[config.mk]
export PLATFORM = sky130hd
export DESIGN_NAME = hazard_ctrl_flat
export DESIGN_NICKNAME = d
export VERILOG_FILES = /design/src/rtl/hazard_ctrl_if.sv /design/src/rtl/hazard_ctrl.sv /design/src/flat_wrapper.sv
export SDC_FILE = /design/constraint.sdc
export NUM_CORES = 1
export LEC_CHECK = 0
export BUFFER_PORTS_ARGS = -buffer_cell sky130_fd_sc_hd__buf_4
export CORE_MARGIN = 10
export CORE_UTILIZATION = 36
export CTS_CLUSTER_DIAMETER = 40
export CTS_CLUSTER_SIZE = 10
export DETAILED_ROUTE_END_ITERATION = 12
export PLACE_DENSITY = 0.82
export SETUP_SLACK_MARGIN = 0.2
export SYNTH_ARGS = -nofsm -noshare
export SYNTH_HDL_FRONTEND = slang
export SYNTH_SLANG_ARGS = --single-unit
[constraint.sdc]
create_clock -name clk_i -period 1.5 [get_ports clk_i]
set_input_delay 0.3 -clock clk_i [delete_from_list [all_inputs] [get_ports clk_i]]
set_output_delay 0.3 -clock clk_i [all_outputs]
set_load 0.01 [all_outputs]
[src/rtl/hazard_ctrl_if.sv]
// Stall/flush control bundle between the core datapath and hazard_ctrl.
// The slave side is the sequencer; the master side is the pipeline that consumes the controls.
interface hazard_ctrl_if #(
    parameter int unsigned CNT_W = 32
);
    logic             lu_hazard_rs1_i;
    logic             lu_hazard_rs2_i;
    logic             redirect_i;
    logic             imem_ready_i;
    logic             mem_access_i;
    logic             dmem_ready_i;
    logic             pc_en_o;
    logic             if_id_en_o;
    logic             if_id_flush_o;
    logic             id_ex_en_o;
    logic             id_ex_flush_o;
    logic             ex_mem_en_o;
    logic             mem_wb_en_o;
    logic             mem_wb_flush_o;
    logic             flush_active_o;
    logic [CNT_W-1:0] lu_stall_cnt_o;
    logic [CNT_W-1:0] dmem_stall_cnt_o;
    logic [CNT_W-1:0] flush_cnt_o;

    modport slave (
        input  lu_hazard_rs1_i, lu_hazard_rs2_i, redirect_i, imem_ready_i, mem_access_i,
               dmem_ready_i,
        output pc_en_o, if_id_en_o, if_id_flush_o, id_ex_en_o, id_ex_flush_o, ex_mem_en_o,
               mem_wb_en_o, mem_wb_flush_o, flush_active_o, lu_stall_cnt_o, dmem_stall_cnt_o,
               flush_cnt_o
    );

    modport master (
        output lu_hazard_rs1_i, lu_hazard_rs2_i, redirect_i, imem_ready_i, mem_access_i,
               dmem_ready_i,
        input  pc_en_o, if_id_en_o, if_id_flush_o, id_ex_en_o, id_ex_flush_o, ex_mem_en_o,
               mem_wb_en_o, mem_wb_flush_o, flush_active_o, lu_stall_cnt_o, dmem_stall_cnt_o,
               flush_cnt_o
    );
endinterface

[src/rtl/hazard_ctrl.sv]
// Stall/flush sequencer for the 5-stage pipeline, with a post-redirect IF/ID flush window.
// Define HAZARD_CTRL_PERF_CNT_EN to enable the saturating stall/flush performance counters.
module hazard_ctrl #(
    parameter int unsigned FLUSH_CYCLES = 2,
    parameter int unsigned CNT_W        = 32
) (
    input  logic          clk_i,
    input  logic          rst_ni,
    hazard_ctrl_if.slave  hz
);
    typedef enum logic {StRun, StFlush} state_e;

    localparam logic [3:0] ReloadCnt = 4'(FLUSH_CYCLES - 1);

    state_e     state_q;
    logic [3:0] cnt_q;

    logic dwait, redir_hit, flush_hit, lu_hit, imiss_hit;

    // Priority-masked rule flags: exactly one (or none) is set per cycle.
    assign dwait     = hz.mem_access_i & ~hz.dmem_ready_i;
    assign redir_hit = ~dwait & hz.redirect_i;
    assign flush_hit = ~dwait & ~hz.redirect_i & (state_q == StFlush);
    assign lu_hit    = ~dwait & ~hz.redirect_i & (state_q != StFlush)
                       & (hz.lu_hazard_rs1_i | hz.lu_hazard_rs2_i);
    assign imiss_hit = ~dwait & ~hz.redirect_i & (state_q != StFlush)
                       & ~(hz.lu_hazard_rs1_i | hz.lu_hazard_rs2_i) & ~hz.imem_ready_i;

    always_comb begin
        if (!rst_ni) begin
            hz.pc_en_o        = 1'b0;
            hz.if_id_en_o     = 1'b0;
            hz.if_id_flush_o  = 1'b1;
            hz.id_ex_en_o     = 1'b0;
            hz.id_ex_flush_o  = 1'b1;
            hz.ex_mem_en_o    = 1'b0;
            hz.mem_wb_en_o    = 1'b0;
            hz.mem_wb_flush_o = 1'b1;
            hz.flush_active_o = 1'b0;
        end else begin
            hz.pc_en_o        = ~dwait & ~lu_hit & ~imiss_hit;
            hz.if_id_en_o     = ~dwait & ~lu_hit;
            hz.if_id_flush_o  = redir_hit | flush_hit | imiss_hit;
            hz.id_ex_en_o     = ~dwait;
            hz.id_ex_flush_o  = redir_hit | lu_hit;
            hz.ex_mem_en_o    = ~dwait;
            hz.mem_wb_en_o    = ~dwait;
            hz.mem_wb_flush_o = dwait;
            hz.flush_active_o = (state_q == StFlush);
        end
    end

    always_ff @(posedge clk_i or negedge rst_ni) begin
        if (!rst_ni) begin
            state_q <= StRun;
            cnt_q   <= 4'd0;
        end else if (redir_hit) begin
            if (FLUSH_CYCLES > 1) begin
                state_q <= StFlush;
                cnt_q   <= ReloadCnt;
            end else begin
                state_q <= StRun;
                cnt_q   <= 4'd0;
            end
        end else if (flush_hit) begin
            cnt_q <= cnt_q - 4'd1;
            if (cnt_q == 4'd1) begin
                state_q <= StRun;
            end
        end
    end

`ifdef HAZARD_CTRL_PERF_CNT_EN
    logic [CNT_W-1:0] lu_cnt_q, dm_cnt_q, fl_cnt_q;

    always_ff @(posedge clk_i or negedge rst_ni) begin
        if (!rst_ni) begin
            lu_cnt_q <= '0;
            dm_cnt_q <= '0;
            fl_cnt_q <= '0;
        end else begin
            if (lu_hit && !(&lu_cnt_q)) lu_cnt_q <= lu_cnt_q + 1'b1;
            if (dwait && !(&dm_cnt_q)) dm_cnt_q <= dm_cnt_q + 1'b1;
            if ((redir_hit || flush_hit) && !(&fl_cnt_q)) fl_cnt_q <= fl_cnt_q + 1'b1;
        end
    end

    assign hz.lu_stall_cnt_o   = lu_cnt_q;
    assign hz.dmem_stall_cnt_o = dm_cnt_q;
    assign hz.flush_cnt_o      = fl_cnt_q;
`else
    assign hz.lu_stall_cnt_o   = '0;
    assign hz.dmem_stall_cnt_o = '0;
    assign hz.flush_cnt_o      = '0;
`endif
endmodule

[src/flat_wrapper.sv]
// flat-port wrapper written by rule: the top's interface ports become plain ports
module hazard_ctrl_flat 
#(
    parameter int unsigned FLUSH_CYCLES = 2,
    parameter int unsigned CNT_W        = 32
)
  (clk_i, rst_ni, hz_lu_hazard_rs1_i, hz_lu_hazard_rs2_i, hz_redirect_i, hz_imem_ready_i, hz_mem_access_i, hz_dmem_ready_i, hz_pc_en_o, hz_if_id_en_o, hz_if_id_flush_o, hz_id_ex_en_o, hz_id_ex_flush_o, hz_ex_mem_en_o, hz_mem_wb_en_o, hz_mem_wb_flush_o, hz_flush_active_o, hz_lu_stall_cnt_o, hz_dmem_stall_cnt_o, hz_flush_cnt_o);
  hazard_ctrl_if #(.CNT_W(CNT_W)) hz_i ();
  input  logic clk_i;
  input  logic rst_ni;
  input wire logic [$bits(hz_i.lu_hazard_rs1_i)-1:0] hz_lu_hazard_rs1_i;
  input wire logic [$bits(hz_i.lu_hazard_rs2_i)-1:0] hz_lu_hazard_rs2_i;
  input wire logic [$bits(hz_i.redirect_i)-1:0] hz_redirect_i;
  input wire logic [$bits(hz_i.imem_ready_i)-1:0] hz_imem_ready_i;
  input wire logic [$bits(hz_i.mem_access_i)-1:0] hz_mem_access_i;
  input wire logic [$bits(hz_i.dmem_ready_i)-1:0] hz_dmem_ready_i;
  output wire logic [$bits(hz_i.pc_en_o)-1:0] hz_pc_en_o;
  output wire logic [$bits(hz_i.if_id_en_o)-1:0] hz_if_id_en_o;
  output wire logic [$bits(hz_i.if_id_flush_o)-1:0] hz_if_id_flush_o;
  output wire logic [$bits(hz_i.id_ex_en_o)-1:0] hz_id_ex_en_o;
  output wire logic [$bits(hz_i.id_ex_flush_o)-1:0] hz_id_ex_flush_o;
  output wire logic [$bits(hz_i.ex_mem_en_o)-1:0] hz_ex_mem_en_o;
  output wire logic [$bits(hz_i.mem_wb_en_o)-1:0] hz_mem_wb_en_o;
  output wire logic [$bits(hz_i.mem_wb_flush_o)-1:0] hz_mem_wb_flush_o;
  output wire logic [$bits(hz_i.flush_active_o)-1:0] hz_flush_active_o;
  output wire logic [$bits(hz_i.lu_stall_cnt_o)-1:0] hz_lu_stall_cnt_o;
  output wire logic [$bits(hz_i.dmem_stall_cnt_o)-1:0] hz_dmem_stall_cnt_o;
  output wire logic [$bits(hz_i.flush_cnt_o)-1:0] hz_flush_cnt_o;
  assign hz_i.lu_hazard_rs1_i = hz_lu_hazard_rs1_i;
  assign hz_i.lu_hazard_rs2_i = hz_lu_hazard_rs2_i;
  assign hz_i.redirect_i = hz_redirect_i;
  assign hz_i.imem_ready_i = hz_imem_ready_i;
  assign hz_i.mem_access_i = hz_mem_access_i;
  assign hz_i.dmem_ready_i = hz_dmem_ready_i;
  assign hz_pc_en_o = hz_i.pc_en_o;
  assign hz_if_id_en_o = hz_i.if_id_en_o;
  assign hz_if_id_flush_o = hz_i.if_id_flush_o;
  assign hz_id_ex_en_o = hz_i.id_ex_en_o;
  assign hz_id_ex_flush_o = hz_i.id_ex_flush_o;
  assign hz_ex_mem_en_o = hz_i.ex_mem_en_o;
  assign hz_mem_wb_en_o = hz_i.mem_wb_en_o;
  assign hz_mem_wb_flush_o = hz_i.mem_wb_flush_o;
  assign hz_flush_active_o = hz_i.flush_active_o;
  assign hz_lu_stall_cnt_o = hz_i.lu_stall_cnt_o;
  assign hz_dmem_stall_cnt_o = hz_i.dmem_stall_cnt_o;
  assign hz_flush_cnt_o = hz_i.flush_cnt_o;
  hazard_ctrl #(.FLUSH_CYCLES(FLUSH_CYCLES), .CNT_W(CNT_W)) u_core (.clk_i(clk_i), .rst_ni(rst_ni), .hz(hz_i));
endmodule
==> implementation parameters, run 1 <==
Parameter                              Value

Power
  Internal power    roughly 550 uW
  Switching Share    44.6%
  Clock network fraction of design power    15.7%
  Worst vdd ir    0.325 mV
  Power Total    992 uW
  Pwr per Cell Area    1020 nW/um2
  Switching power of the nets    442 uW
  Combinational group share of total power    55.5%
  Share of total power in sequential cells    28.8%
  Static power due to leakage    between 0.0005 and 0.0006 uW

Clock tree
  Insertion delay to the later sink of the worst-skew pair    240 ps
  CTS H-tree depth    1
  Worst-path clk slew    50 ps
  Number of buffers created by CTS    3
  Clock tree root buffer cell    sky130_fd_sc_hd__clkbuf_4
  Max clock buf depth    2
  TritonCTS sink count    5
  TritonCTS clock tree    built

Cells and area
  Fillers    323
  Final standard cell count with taps included and fillers excluded    just under 200
  Number of nets in the finished design    roughly 170
  Area growth from synthesis to final layout    -11.5%
  Post-route cell area    977 um2
  Area occupied by multi-input gates    between 500 and 600 um2
  FF/Latch Area    126 um2
  Share of final-layout standard cells stronger than drive strength 1    21.5%
  Diode insertion count for antenna repair    0

Setup path
  Data required time at the worst endpoint    1630 ps
  Worst Setup Path Type    reg -> reg
  Worst reg2reg setup slack    60 ps
  Arrival time of data at the critical path endpoint    ~1600 ps
  Critical register-to-register path endpoint    u_core.cnt_q[3]
  Worst-path maximum fanout    4
  Startpoint of the worst-slack reg-to-reg timing path    u_core.state_q
  Cell count of the worst reg-to-reg path    3
  Critical Path End Type    flop
  Crit start category    flop

STA
  RSZ-0062 raised after global routing    true
  Ratio of final minimum period to clock period    a little over nine tenths
  Max Fclk    694 MHz
  Max Transition Viols Final    0
  Final setup fails    0
  Final setup skew    about 5.6 ps
  Count of final hold-check violations    0
  Shortest clock period the worst path allows after layout    1440 ps
  Slack of the critical path    58.3 ps
  Final total negative setup slack    0 ps

Route
  Vias per cell    3.32
  Antenna violation net count after detailed routing    0
  Number of search-and-repair iterations in the first detailed-routing pass    4
  Vias    650
  Drc violations    0
  Post-Route WL    2450 um
  Routed wire per std cell    12.5 um
  First-iteration detailed-routing DRC count    13

Hold path
  Count of cells along the worst hold path    2
  Worst-case hold path end point    u_core.cnt_q[1]
  Worst hold path type    in -> reg
  Beginning of the worst hold path    hz_redirect_i

Floorplanning
  Die outline width    75.4 um
  Number of placement rows    20
  Initial core utilization    36.7%
  Top-level I/O count    113
  Die area    between 5000 and 6000 um2
  Placeable core region    3000 um2
  Die boundary height    75.4 um

Run status
  Result of the run    finished, final reports clean

Yosys
  Mean instance size in the synthesized netlist    7.83 um2
  Sequential area share after synthesis    between 10% and 20%
  Synth warn    0
  Count of unique library cells instantiated by Yosys    22
  Synth Cell Area    1100 um2
  Number of storage elements in the synthesis netlist    5
  Mapped Cells    141

Placement
  Placed Instances    187
  Port Buffer Count    16
  Pre-CTS WS    around 49 ps
  Post-placement cell area    around 880 um2
  Final HPWL from detailed placement    2040 um
  Routability congestion estimate    0.791

Global routing
  Maximum number of pins on one net before global-route repair    10
  All-layer global routing usage    7.01%
  Residual overflow from global routing    0
  Via count of the first global-routing pass    680
  Wire length of the first global-routing pass    between 3000 and 4000 um
  Number of antenna violations at the first check in global routing    0

Flow run
  Max-cap check violation count    0
==> synthesized netlist by cell type <==
cell	instances	share of area [%]
sky130_fd_sc_hd__a21oi_1	4	1.8
sky130_fd_sc_hd__a221o_1	1	0.91
sky130_fd_sc_hd__and2_2	1	0.68
sky130_fd_sc_hd__buf_4	98	67
sky130_fd_sc_hd__buf_6	2	2.0
sky130_fd_sc_hd__conb_1	1	0.34
sky130_fd_sc_hd__dfrtp_1	5	11
sky130_fd_sc_hd__ha_1	2	2.3
sky130_fd_sc_hd__inv_1	4	1.4
sky130_fd_sc_hd__nand2_1	3	1.0
sky130_fd_sc_hd__nand2b_1	1	0.57
sky130_fd_sc_hd__nand4b_1	1	0.79
sky130_fd_sc_hd__nor2_1	2	0.68
sky130_fd_sc_hd__nor2b_1	2	1.1
sky130_fd_sc_hd__nor4_1	1	0.57
sky130_fd_sc_hd__nor4b_1	1	0.79
sky130_fd_sc_hd__o21a_1	1	0.68
sky130_fd_sc_hd__o21ai_0	6	2.7
sky130_fd_sc_hd__o31ai_1	2	1.4
sky130_fd_sc_hd__o41ai_1	1	0.79
sky130_fd_sc_hd__or2_2	1	0.57
sky130_fd_sc_hd__or4b_1	1	0.91
==> layout by cell type (no fill, tap or decap), types with 2 or more instances in the layout <==
cell,n
sky130_fd_sc_hd__clkbuf_4,3
sky130_fd_sc_hd__nor2b_1,2
sky130_fd_sc_hd__conb_1,96
sky130_fd_sc_hd__ha_1,2
sky130_fd_sc_hd__nand2_1,2
sky130_fd_sc_hd__dfrtp_1,4
sky130_fd_sc_hd__buf_4,22
sky130_fd_sc_hd__a21oi_1,2
sky130_fd_sc_hd__a21oi_2,2
sky130_fd_sc_hd__o21ai_0,4
sky130_fd_sc_hd__inv_1,3
sky130_fd_sc_hd__o21ai_1,2
sky130_fd_sc_hd__o31ai_1,2
==> kinds of logic (layout without fill, tap and decap cells) <==
logic type / count (synthesis) / count (layout) / share of synthesized area (%)
flip-flops: 5 / 5 / 11.3
AND/OR/NAND/NOR: 14 / 14 / 7.71
other: 1 / 96 / 0.340
AO/OA/AOI/OAI: 15 / 15 / 8.28
buffers and inverters: 104 / 31 / 70.1
adder cells (fa/ha/maj): 2 / 2 / 2.27
==> state kept, by name, indices dropped and copies added, names as in the netlist <==
name / count
u_core.state_q: 1
u_core.cnt_q: 4
==> routing by layer <==
| metal | share of wire, % | up-vias | global-route usage [%] |
|---|---|---|---|
| li1 | - | 298 | - |
| met1 | 34 | 291 | 6.79 |
| met2 | 52 | 61 | 12.9 |
| met3 | 13 | 0 | 3.78 |
| met4 | 0 | 0 | 1.24 |
| met5 | 0 | - | 0 |
==> metrics by stage <==
step | hold slack, ps | utilization [%]
floorplan | 4.41 | -
global placement | 118 | 29.3
detailed placement | 120 | 29.3
CTS | 322 | 31.8
global route | 360 | 32.5
finish | 349 | 32.5
==> layout make-up <==
| cell class | count | area share, % |
|---|---|---|
| inverter | 4 | 1.54 |
| timing repair buffer | 23 | 17.9 |
| sequential | 5 | 12.9 |
| tap | 33 | 4.23 |
| clock buffer | 4 | 2.69 |
| multi-input combinational | 127 | 60.7 |
==> critical path, cell delays in order, from the launching register on <==
cell	delay, ps
sky130_fd_sc_hd__dfrtp_2	430
sky130_fd_sc_hd__buf_4	140
sky130_fd_sc_hd__or4b_4	460
sky130_fd_sc_hd__a221o_1	300
==> repair_timing <==
item	CTS	global route
buffers inserted	3	1
gates resized for setup	7	5
hold endpoints to repair	5	0
hold buffers	1	0
endpoints found under the setup margin	6	9
pin swaps	2	2
==> worst max path at each step <==
stage / startpoint / endpoint / slack [ps] / cells after the start
floorplan: u_core.cnt_q[0] / u_core.cnt_q[3] / 180 / 2
global placement: hz_lu_hazard_rs2_i / hz_if_id_flush_o / 70 / 5
detailed placement: hz_lu_hazard_rs2_i / hz_if_id_flush_o / 50 / 5
CTS: u_core.state_q / hz_if_id_flush_o / 80 / 4
global route: u_core.state_q / hz_if_id_flush_o / 20 / 4
finish: u_core.state_q / u_core.cnt_q[3] / 60 / 3
==> power groups by stage <==
stage / Combinational [uW] / Clock, uW / Sequential [uW]
floorplan: 501 / 0 / 245
global placement: 404 / 0 / 262
detailed placement: 419 / 0 / 263
CTS: 499 / 160 / 267
global route: 631 / 178 / 292
finish: 551 / 156 / 285
No activity file was read; power rests on OpenSTA's default activity.
==> run 2, diff against run 1 <==
==> constraint.sdc (replaced) <==
create_clock -name clk_i -period 1.5 [get_ports clk_i]
set_input_delay 0 -clock clk_i [delete_from_list [all_inputs] [get_ports clk_i]]
set_output_delay 0 -clock clk_i [all_outputs]
set_load 0.01 [all_outputs]
==> run 2 against run 1 <==
  * Final cell count down 0.51%
  * Worst setup slack better by 110 ps
  * Via count down 0.15%
  * Non-clock buffer count down 1
  * Routed wire length down 2.8%
  * Combinational power up 0.7%
  * Total power down 3.3%
  * Clock skew down 2.9 ps
  * Flip-flop and latch count unchanged
  * Clock power about the same
  * Sequential power down 13%
  * Die area unchanged
  * Critical endpoint unchanged
  * Largest power group unchanged
  * Highest routed layer is now met4
==> implementation parameters, run 2 (synthesis results as in run 1) <==
Parameter                              Value

Run status
  Result of the run    finished, final reports clean

Route
  Drc violations    0 (unchanged)
  Post-Route WL    2390 um (-2.8%)
  Vias    649 (-0.15%)
  Number of search-and-repair iterations in the first detailed-routing pass    3 (-1)
  Routed wire per std cell    12.2 um (-2.3%)
  Vias per cell    3.33 (+0.36%)
  Antenna violation net count after detailed routing    0 (unchanged)
  First-iteration detailed-routing DRC count    10 (-3)

Placement
  Pre-CTS WS    115 ps (+66.1 ps)
  Port Buffer Count    16 (unchanged)
  Final HPWL from detailed placement    2090 um (+2.8%)
  Routability congestion estimate    0.830 (+5.0%)

Clock tree
  Clock tree root buffer cell    sky130_fd_sc_hd__clkbuf_4
  TritonCTS sink count    5 (unchanged)
  Number of buffers created by CTS    3 (unchanged)
  Max clock buf depth    2 (unchanged)
  TritonCTS clock tree    built
  Insertion delay to the later sink of the worst-skew pair    240 ps (about the same)
  Worst-path clk slew    40 ps (about the same)
  CTS H-tree depth    1 (unchanged)

Cells and area
  Biggest registers after layout    u_core.cnt_q x4, u_core.state_q x1
  Final core area utilization    31.8% (-0.75 points)
  Biggest register    u_core.cnt_q
  Top library cells by usage in the layout, fill and taps aside    96 x sky130_fd_sc_hd__conb_1, 21 x sky130_fd_sc_hd__buf_4, 6 x sky130_fd_sc_hd__o21ai_0, 5 x sky130_fd_sc_hd__dfrtp_1, 4 x sky130_fd_sc_hd__a21oi_1
  Area growth from synthesis to final layout    -13.5%
  Share of final-layout standard cells stronger than drive strength 1    18.5% (-3.0 points)
  Flip-flop count of the largest register, all copies and words added    4 (unchanged)
  Diode insertion count for antenna repair    0 (unchanged)
  Most frequent standard cell in the layout excluding fill and tap cells    sky130_fd_sc_hd__conb_1
  Number of nets in the finished design    173 (-0.57%)

Floorplanning
  Die area    5680 um2 (unchanged)
  Placeable core region    3000 um2 (unchanged)
  Die outline width    75.4 um (unchanged)
  Initial core utilization    36.7% (unchanged)
  Top-level I/O count    113 (unchanged)
  Number of placement rows    20 (unchanged)
  Die boundary height    75.4 um (unchanged)

Global routing
  Residual overflow from global routing    0 (unchanged)
  All-layer global routing usage    6.66% (-0.34 points)
  Wire length of the first global-routing pass    2930 um (-6.4%)
  Via count of the first global-routing pass    686 (+0.88%)
  Number of antenna violations at the first check in global routing    0 (unchanged)
  Maximum number of pins on one net before global-route repair    10 (unchanged)

Setup path
  Max incr delay on CP    530 ps (+70 ps)
  Standard cell with the maximum stage delay on the critical path    sky130_fd_sc_hd__or4b_4
  Number of buffer and inverter stages on the critical path    0 (-1)
  Crit start category    flop
  Worst-path maximum fanout    3 (-1)
  Worst reg2reg setup slack    170 ps (+110 ps)
  Critical Path End Type    flop
  Arrival time of data at the critical path endpoint    1460 ps (-110 ps)
  Worst Setup Path Type    reg -> reg
  Data required time at the worst endpoint    1630 ps (about the same)
  Top Family by Delay on Critical Path    simple AND/OR/NAND/NOR gates
  Critical Path, Cell by Cell    or4b_4 -> a221o_1

STA
  Final setup skew    2.69 ps (-2.92 ps)
  Slack of the critical path    165 ps (+107 ps)
  Ratio of final minimum period to clock period    89.0% (-7.1 points)
  Max Fclk    749 MHz (+8.0%)
  RSZ-0062 raised after global routing    true
  Final total negative setup slack    0 ps (unchanged)
  Count of final hold-check violations    0 (unchanged)
  Final setup fails    0 (unchanged)
  Shortest clock period the worst path allows after layout    1330 ps (-107 ps)
  Max Transition Viols Final    0 (unchanged)

Power
  Pwr per Cell Area    1000 nW/um2 (-1.0%)
  Static power due to leakage    0.000586 uW (-1.1%)
  Worst vdd ir    0.300 mV (-7.6%)

Flow run
  Max-cap check violation count    0 (unchanged)

Hold path
  Worst hold path type    in -> reg
-- run 2: final timing paths --
path / cells past startpoint / endpoint / start
min in group asynchronous: 2 / u_core.state_q / rst_ni
worst min-delay path: 2 / u_core.cnt_q[1] / hz_redirect_i
max in group asynchronous: 2 / u_core.cnt_q[0] / rst_ni
worst max-delay path: 2 / u_core.cnt_q[3] / u_core.cnt_q[1]
worst min register to register: 1 / u_core.cnt_q[2] / u_core.cnt_q[2]
worst max register to register: 2 / u_core.cnt_q[3] / u_core.cnt_q[1]
-- run 2: worst register-to-register path: cells and delay by family (launching register included) --
| kind | cells | cell delay (ps) |
|---|---|---|
| simple gates | 1 | 530 |
| flops | 1 | 390 |
| compound gates | 1 | 300 |
-- run 2: layout make-up --
| type | count | area (um2) |
|---|---|---|
| clock buffer | 4 | 26.3 |
| tap | 33 | 41.3 |
| fill | 322 | 2050 |
| timing repair buffer | 22 | 168 |
| sequential | 5 | 125 |
| inverter | 4 | 15.0 |
| multi-input combinational | 127 | 579 |
-- run 2: power by group --
group          leakage [uW]  internal (uW)  switching, uW  total (uW)
Clock             0.0000150            101           55.9         156
Combinational      0.000509            229            325         555
Sequential        0.0000617            197           51.3         248
-- run 2: through the flow --
step,area [um2],instances,hold slack (ps),total power (uW)
4_1_cts,928,193,14.2,902
2_1_floorplan,1460,236,-296,745
3_5_place_dp,878,187,-181,694
5_1_grt,955,195,38.2,1050
3_3_place_gp,878,187,-183,677
6_report,955,195,42.2,959
-- run 2: timing repair --
| item | 4_1_cts | 5_1_grt |
|---|---|---|
| hold buffers | 1 | 0 |
| resized for setup | 2 | 3 |
| buffers inserted | 1 | 2 |
| pin swaps | 0 | 2 |
| endpoints found under the hold margin | 5 | 0 |
| endpoints found under the setup margin | 2 | 3 |
-- run 2: per-layer routing --
| metal | routed length (um) | GRT usage [%] |
|---|---|---|
| met1 | 747 | 5.97 |
| met2 | 1210 | 11.0 |
| met3 | 407 | 4.95 |
| met4 | 21 | 3.09 |
| met5 | 0 | 0 |
